**config.mk**
```make
export PLATFORM = sky130hd
export DESIGN_NAME = filter_out_buffer
export DESIGN_NICKNAME = d
export VERILOG_FILES = /design/src/rtl/filter_out_pkg.sv /design/src/rtl/out_fifo_mem.sv /design/src/rtl/filter_out_buffer.sv
export SDC_FILE = /design/constraint.sdc
export NUM_CORES = 1
export LEC_CHECK = 0
export ABC_AREA = 1
export CAP_MARGIN = 20
export CELL_PAD_IN_SITES_DETAIL_PLACEMENT = 0
export CELL_PAD_IN_SITES_GLOBAL_PLACEMENT = 1
export CORE_ASPECT_RATIO = 0.5
export CORE_MARGIN = 3
export CORE_UTILIZATION = 47
export CTS_BUF_LIST = sky130_fd_sc_hd__clkbuf_16
export DETAILED_ROUTE_END_ITERATION = 10
export PLACE_DENSITY_LB_ADDON = 0.1
export RECOVER_POWER = 25
export SYNTH_ARGS = -nofsm -noshare
export SYNTH_HDL_FRONTEND = slang
export SYNTH_HIERARCHICAL = 1
export SYNTH_SLANG_ARGS = --single-unit
```
**constraint.sdc**
```tcl
create_clock -name clk -period 3.1 [get_ports clk]
set_clock_uncertainty 0.1 [all_clocks]
set_input_delay 0.31 -clock clk [delete_from_list [all_inputs] [get_ports clk]]
set_output_delay 0.31 -clock clk [all_outputs]
set_load 0.1 [all_outputs]
```
**src/rtl/filter_out_pkg.sv**
```systemverilog
// Shared constants for the filter output buffer.
package filter_out_pkg;

  localparam int DEFAULT_DEPTH = 8;
  localparam int DATA_W        = 8;
  localparam int DROP_CNT_W    = 8;
  localparam logic [DROP_CNT_W-1:0] DROP_CNT_MAX = 8'd255;

  function automatic logic [DROP_CNT_W-1:0] sat_inc(input logic [DROP_CNT_W-1:0] value);
    if (value == DROP_CNT_MAX) begin
      return DROP_CNT_MAX;
    end else begin
      return value + 8'd1;
    end
  endfunction

endpackage

```
**src/rtl/out_fifo_mem.sv**
```systemverilog
// DEPTH x DATA_W register array: synchronous write, asynchronous read, no reset.
module out_fifo_mem
  import filter_out_pkg::*;
#(
  parameter int DEPTH = DEFAULT_DEPTH,
  localparam int AW   = $clog2(DEPTH)
) (
  input  logic              clk,
  input  logic              we,
  input  logic [AW-1:0]     waddr,
  input  logic [DATA_W-1:0] wdata,
  input  logic [AW-1:0]     raddr,
  output logic [DATA_W-1:0] rdata
);

  logic [DATA_W-1:0] mem [DEPTH];

  always_ff @(posedge clk) begin
    if (we) begin
      mem[waddr] <= wdata;
    end
  end

  assign rdata = mem[raddr];

endmodule

```
**src/rtl/filter_out_buffer.sv**
```systemverilog
// Show-ahead output FIFO behind the filter with overflow detection.
// Optional drop counter enabled by FILTER_OUT_BUF_DROP_CNT_EN.
module filter_out_buffer
  import filter_out_pkg::*;
#(
  parameter int DEPTH = DEFAULT_DEPTH,
  localparam int AW   = $clog2(DEPTH)
) (
  input  logic                  clk,
  input  logic                  reset,
  input  logic                  in_valid,
  input  logic [DATA_W-1:0]     in_data,
  input  logic                  flush,
  input  logic                  clr_stat,
  output logic                  out_valid,
  input  logic                  out_ready,
  output logic [DATA_W-1:0]     out_data,
  output logic [AW:0]           count,
  output logic                  full,
  output logic                  overflow,
  output logic [DROP_CNT_W-1:0] drop_cnt
);

  localparam logic [AW:0] DEPTH_C = (AW+1)'(DEPTH);

  logic [AW-1:0]     wptr;
  logic [AW-1:0]     rptr;
  logic [AW:0]       count_next;
  logic [DATA_W-1:0] rdata;
  logic              push;
  logic              pop;
  logic              drop;

  assign out_valid = (count != {(AW+1){1'b0}});
  assign pop       = out_valid & out_ready;
  assign push      = in_valid & (~full | pop);
  // A sample lost to flush is discarded silently, not counted as a drop.
  assign drop      = in_valid & full & ~pop & ~flush;

  out_fifo_mem #(.DEPTH(DEPTH)) u_mem (
    .clk   (clk),
    .we    (push & ~flush),
    .waddr (wptr),
    .wdata (in_data),
    .raddr (rptr),
    .rdata (rdata)
  );

  assign out_data = out_valid ? rdata : {DATA_W{1'b0}};

  always_comb begin
    count_next = count;
    if (flush) begin
      count_next = {(AW+1){1'b0}};
    end else begin
      case ({push, pop})
        2'b10:   count_next = count + {{AW{1'b0}}, 1'b1};
        2'b01:   count_next = count - {{AW{1'b0}}, 1'b1};
        default: count_next = count;
      endcase
    end
  end

  always_ff @(posedge clk) begin
    if (reset) begin
      wptr  <= {AW{1'b0}};
      rptr  <= {AW{1'b0}};
      count <= {(AW+1){1'b0}};
      full  <= 1'b0;
    end else if (flush) begin
      wptr  <= {AW{1'b0}};
      rptr  <= {AW{1'b0}};
      count <= {(AW+1){1'b0}};
      full  <= 1'b0;
    end else begin
      if (push) begin
        wptr <= wptr + {{(AW-1){1'b0}}, 1'b1};
      end
      if (pop) begin
        rptr <= rptr + {{(AW-1){1'b0}}, 1'b1};
      end
      count <= count_next;
      full  <= (count_next == DEPTH_C);
    end
  end

  // A drop in the same cycle as clr_stat wins over the clear.
  always_ff @(posedge clk) begin
    if (reset) begin
      overflow <= 1'b0;
    end else if (drop) begin
      overflow <= 1'b1;
    end else if (clr_stat) begin
      overflow <= 1'b0;
    end
  end

`ifdef FILTER_OUT_BUF_DROP_CNT_EN
  always_ff @(posedge clk) begin
    if (reset) begin
      drop_cnt <= {DROP_CNT_W{1'b0}};
    end else if (drop) begin
      drop_cnt <= clr_stat ? {{(DROP_CNT_W-1){1'b0}}, 1'b1} : sat_inc(drop_cnt);
    end else if (clr_stat) begin
      drop_cnt <= {DROP_CNT_W{1'b0}};
    end
  end
`else
  assign drop_cnt = {DROP_CNT_W{1'b0}};
`endif

endmodule
```
==> results of run 1 <==
## power breakdown
| group | total, W | internal (W) | leakage (nW) | switching (W) |
|---|---|---|---|---|
| Sequential | 0.00114 | 0.00112 | 0.677 | 0.0000134 |
| Combinational | 0.000463 | 0.000130 | 1.18 | 0.000333 |
| Clock | 0.00117 | 0.000784 | 0.171 | 0.000386 |
| Total | 0.00277 | 0.00204 | 2.03 | 0.000733 |
## area by class of cell
class / count / area [µm²] / area share, %
flip-flops and latches: 76 / 2170 / 49.2
multi-input cells: 231 / 1040 / 23.7
repair buffers: 30 / 358 / 8.13
inverters: 90 / 354 / 8.05
clock buffers: 9 / 225 / 5.12
well taps: 108 / 135 / 3.07
clock inverters: 7 / 116 / 2.64
## per-stage QoR
stage	TNS [ns]	cell area (µm²)
finish	0	4400
global route	0	4400
CTS	0	4400
detailed placement	0	4060
global placement	0	4060
floorplan	-0.681	3730
## logic make-up after synthesis
logic type               synth area share [%]
flip-flops                               58.4
XOR/XNOR                                0.474
AO/OA/AOI/OAI                            2.37
other                                   0.101
adder cells (fa/ha/maj)                  1.69
AND/OR/NAND/NOR                          22.9
buffers and inverters                    14.0
## Yosys cell counts
library cell | count | share of area [%]
nand2_1 | 122 | 12
inv_1 | 85 | 8.6
edfxtp_1 | 64 | 52
nand3_1 | 37 | 5.0
nor2_1 | 30 | 3.0
dfxtp_1 | 12 | 6.5
buf_4 | 11 | 2.2
a21oi_1 | 8 | 1.1
buf_6 | 6 | 1.8
ha_1 | 5 | 1.7
buf_2 | 3 | 0.41
inv_2 | 3 | 0.30
nand2_2 | 3 | 0.51
nand2_4 | 3 | 0.91
o21ai_0 | 3 | 0.41
o21ai_1 | 3 | 0.41
nand3_2 | 2 | 0.54
nor2_2 | 2 | 0.34
xor2_1 | 2 | 0.47
bufinv_8 | 1 | 0.47
conb_1 | 1 | 0.10
inv_4 | 1 | 0.17
o21ai_2 | 1 | 0.24
o32ai_1 | 1 | 0.24
or2_1 | 1 | 0.17
## flip-flops by register name, summed over array words and instances, names as in the netlist
signal,cells
u_mem/mem,64
count,4
rptr,3
wptr,3
full,1
overflow,1
## critical path: stages (launching register included)
cell     delay (ns)
dfxtp_1        0.69
inv_2          0.29
nand3_1        0.17
nand2_1        0.06
nand2_1        0.10
nand2_1        0.07
inv_1          0.05
nor2_1         0.06
buf_12         0.19
## layer usage
metal	up-vias	routed length, µm	GRT usage [%]
li1	1304	-	-
met1	1221	3650	22.2
met2	71	3660	33.7
met3	10	418	4.78
met4	0	123	8.12
met5	-	0	0
## worst paths after layout
kind,end,startpoint,slack [ns],cells past startpoint
min reg2reg,overflow$_SDFFE_PP0P_,overflow$_SDFFE_PP0P_,0.38,2
max reg2reg,full$_SDFF_PP0_,count[1]$_SDFF_PP0_,0.84,15
min,overflow$_SDFFE_PP0P_,overflow$_SDFFE_PP0P_,0.38,2
max,out_data[2],rptr[1]$_SDFFE_PP0P_,0.68,8
==> impl_metrics.yaml, run 1 <==
clock_network:
  clkSlewWorstSetupHoldPaths_ns: 0.06
  cts_resized: 0
  clock_latency_ns: 0.33
  htreeDepth: 3
  cts_root_buf: "clkbuf_16"
  cts_tree: "done"
  hold_buffers: 0
  clock_sinks: 76
  postCtsSetupRepairBufs: 0
  cts_buffer_depth: 2
  numCtsBuffers: 9
power:
  ir_drop_uv: 287
  cellPowerDensity_nw_per_um2: 629
  total_power_w: 0.00277
  p_leak_nw: 2.03
routing:
  drt-pass1-iter-count: 4
  wirelength_mm: 7.85
  num_vias: 2606
  wl_per_cell_um: 14.2
  ant_nets: 0
  first_iter_violations: 150
  drc_errors: 0
  via_per_inst: 4.73
floorplanning:
  io-pin-count: 37
  die_w_um: 131
  core_um2: 7490
  die_area_um2: 9040
  start_util_pct: 49.4
  rows: 22
  fp.dieH_um: 68.7
global_routing:
  grt_pass1_wl_mm: 12.3
  grt_pass1_vias: 2414
  grt_max_degree: 33
  globalRouteOverflowTotal: 0
  antenna_found_initial: 0
  track_usage_pct: 18.7
setup_path:
  cp.arrival_ns: 2.01
  startpoint_type: "flop"
  path_class: "flop to output port"
  crit_required_ns: 2.69
  cp_max_fo: 16
  worst_setup_path_end_kind: "output port"
sta:
  slew_viol_final: 0
  post-route-period-util_pct: 78.1
  hold_viol: 0
  final.min_clock_period_ns: 2.42
  fin_hold_ws_ns: 0.377
  maxSlewHeadroom_pct: 48.2
  worst_pin_slew_ns: 0.774
  setup_violations: 0
  rsz0062_at_grt: "no"
  fin_ws_ns: 0.678
  fmax_ghz: 0.413
placed_design:
  dp_hpwl_mm: 5.48
  io_buffers: 28
  place_inst: 535
  finalWeightedCongestion: 0.865
  dp_slack_ns: 0.623
finish:
  drive_above_1_share_pct: 11.7
  stdcell_count: 551
  final_util_pct: 58.8
  diodes: 0
  layout_common_cells: "122 x nand2_1, 86 x inv_1, 64 x edfxtp_1, 37 x nand3_1, 30 x nor2_1"
  n_fill_cell: 666
  final_net_count: 457
  area_growth_pct: 18.9
  final_common_cell: "nand2_1"
synth:
  yosys_warnings: 6
  ys_ff_latch: 76
  synth_area_um2: 3700
  synth.avg_cell_area_um2: 9.02
  ys_types: 25
  ys_seq_area_share_pct: 58.4
  synthCells: 410
status:
  status: "completed"
worst_hold_path:
  hold_path_class: "flop to flop"
flow_run:
  drv_cap: 0
Power figures use the tool's default switching activity.
==> run 2: changes to the inputs <==
--- a/config.mk
+++ b/config.mk
@@ -11,7 +11,7 @@
 export CELL_PAD_IN_SITES_GLOBAL_PLACEMENT = 1
 export CORE_ASPECT_RATIO = 0.5
 export CORE_MARGIN = 3
-export CORE_UTILIZATION = 47
+export CORE_UTILIZATION = 43
 export CTS_BUF_LIST = sky130_fd_sc_hd__clkbuf_16
 export DETAILED_ROUTE_END_ITERATION = 10
 export PLACE_DENSITY_LB_ADDON = 0.1
==> constraint.sdc (replaced) <==
create_clock -name clk -period 2.36 [get_ports clk]
set_clock_uncertainty 0.1 [all_clocks]
set_input_delay 0.236 -clock clk [delete_from_list [all_inputs] [get_ports clk]]
set_output_delay 0.236 -clock clk [all_outputs]
set_load 0.1 [all_outputs]
==> impl_metrics.yaml, run 2 (synthesized netlist as in run 1, its figures left out) <==
routing:
  ant_nets: 0
  drc_errors: 0
  first_iter_violations: 97
  via_per_inst: 4.50
  num_vias: 2543
  wl_per_cell_um: 13.5
  wirelength_mm: 7.65
  drt-pass1-iter-count: 4
worst_hold_path:
  hold_start: "overflow$_SDFFE_PP0P_"
  hold_path_class: "flop to flop"
setup_path:
  path_class: "flop to flop"
  crit_chain: "nor2_4, nand2_8, nand2_4, nand2_4, nand2_4, ha_4, nand2_1, inv_1, nor2_2, ha_1, nor2_1, nor2_1, o21ai_1, nand3_2, nor2_2"
  cp_max_fo: 7
  critPathSlowestCell: "dfxtp_4"
  worst_setup_path_end_kind: "flop"
  rr_startpoint: "count[1]$_SDFF_PP0_"
  r2r_slack_ns: 0.24
  startpoint: "count[1]$_SDFF_PP0_"
  startpoint_type: "flop"
  slowest_delay_ns: 0.37
  cp.arrival_ns: 2.29
  path_common_cell: "nand2_4"
  crit_required_ns: 2.53
finish:
  largestRegisters: "u_mem/mem: 64 flops, count: 4 flops"
  final_net_count: 467
  largest_register: "u_mem/mem"
  drive_above_1_share_pct: 15.9
  stdcell_area_um2: 4500
  largest_reg_flops: 64
  area_growth_pct: 21.5
  n_fill_cell: 747
  final_common_cell: "nand2_1"
  layout_common_cells: "122 x nand2_1, 86 x inv_1, 64 x edfxtp_1, 37 x nand3_1, 20 x nor2_1"
  diodes: 0
clock_network:
  clock_sinks: 76
  cts_root_buf: "clkbuf_16"
  htreeDepth: 3
  clkSlewWorstSetupHoldPaths_ns: 0.05
  cts_buffer_depth: 2
  clock_latency_ns: 0.33
  cts_tree: "done"
  numCtsBuffers: 9
placed_design:
  finalWeightedCongestion: 0.815
  dp_hpwl_mm: 5.00
  io_buffers: 28
  dpl_cell_area_um2: 4200
global_routing:
  track_usage_pct: 18.0
  globalRouteOverflowTotal: 0
  grt_pass1_wl_mm: 12.9
  antenna_found_initial: 0
  grt_pass1_vias: 2542
  grt_max_degree: 36
floorplanning:
  core_um2: 8170
  io-pin-count: 37
  fp.dieH_um: 71.6
  die_w_um: 137
  start_util_pct: 45.3
  rows: 23
  die_area_um2: 9820
power:
  p_leak_nw: 2.06
  total_power_w: 0.00342
  cellPowerDensity_nw_per_um2: 761
  ir_drop_uv: 479
sta:
  final.min_clock_period_ns: 2.12
  slew_viol_final: 0
  hold_viol: 0
  rsz0062_at_grt: "no"
  fmax_ghz: 0.471
  worst_pin_slew_ns: 0.558
  timing.setup.tns_ns: 0
  post-route-period-util_pct: 89.9
  maxSlewHeadroom_pct: 62.8
  setup_violations: 0
status:
  status: "completed"
flow_run:
  drv_cap: 0
[run 2: cell types whose count changed in the layout (fill, tap and decap cells not counted), moves of 3 or more]
cell,before,now
nor2_2,2,10
buf_4,9,19
dfxtp_4,0,4
nor2_1,30,20
dfxtp_2,4,1
[run 2: final timing paths]
check / endpoint / cells past startpoint
worst min register to register: overflow$_SDFFE_PP0P_ / 2
worst max register to register: full$_SDFF_PP0_ / 15
worst max-delay path: full$_SDFF_PP0_ / 15
worst min-delay path: overflow$_SDFFE_PP0P_ / 2
[run 2: timing repair]
item / in CTS / in global routing
buffers inserted: 0 / 0
hold buffers: 0 / 0
endpoints found under the hold margin: 0 / 0
resized for setup: 0 / 2
setup endpoints to repair: 0 / 1
[run 2: metrics by stage]
step	util (%)	hold slack (ns)	setup slack (ns)	instances
floorplan	-	0.199	0.00834	417
global placement	51.4	0.374	0.0761	549
detailed placement	51.4	0.379	0.0382	549
CTS	54.9	0.379	0.149	565
global route	55.0	0.397	0.0399	565
finish	55.0	0.383	0.237	565
[run 2: cell type report]
cell class / instances / area [µm²] / area share, %
Clock buffer: 9 / 225 / 5.01
Timing Repair Buffer: 40 / 433 / 9.63
Inverter: 90 / 354 / 7.88
Sequential cell: 76 / 2180 / 48.5
Multi-Input combinational cell: 231 / 1110 / 24.6
Tap cell: 112 / 140 / 3.12
Clock inverter: 7 / 58.8 / 1.31
[run 2: critical path, delay by kind of cell (launching register included)]
| kind | cells | cell delay (ns) |
|---|---|---|
| buf+inv | 1 | 0.08 |
| compound gates | 1 | 0.13 |
| simple gates | 11 | 0.96 |
| flops | 1 | 0.37 |
| fa+ha+maj | 2 | 0.43 |
[run 2: report_power, final]
part           switching, W  internal [W]  total (W)
registers         0.0000161       0.00147    0.00149
logic              0.000448      0.000184   0.000632
clock network      0.000498      0.000802    0.00130
total              0.000963       0.00246    0.00342
[run 2: per-layer routing]
layer	routed length (µm)	vias to the layer above	GRT usage, %
li1	-	1328	-
met1	3540	1127	23.5
met2	3500	71	27.8
met3	449	17	5.75
met4	155	0	7.63
met5	0	-	0
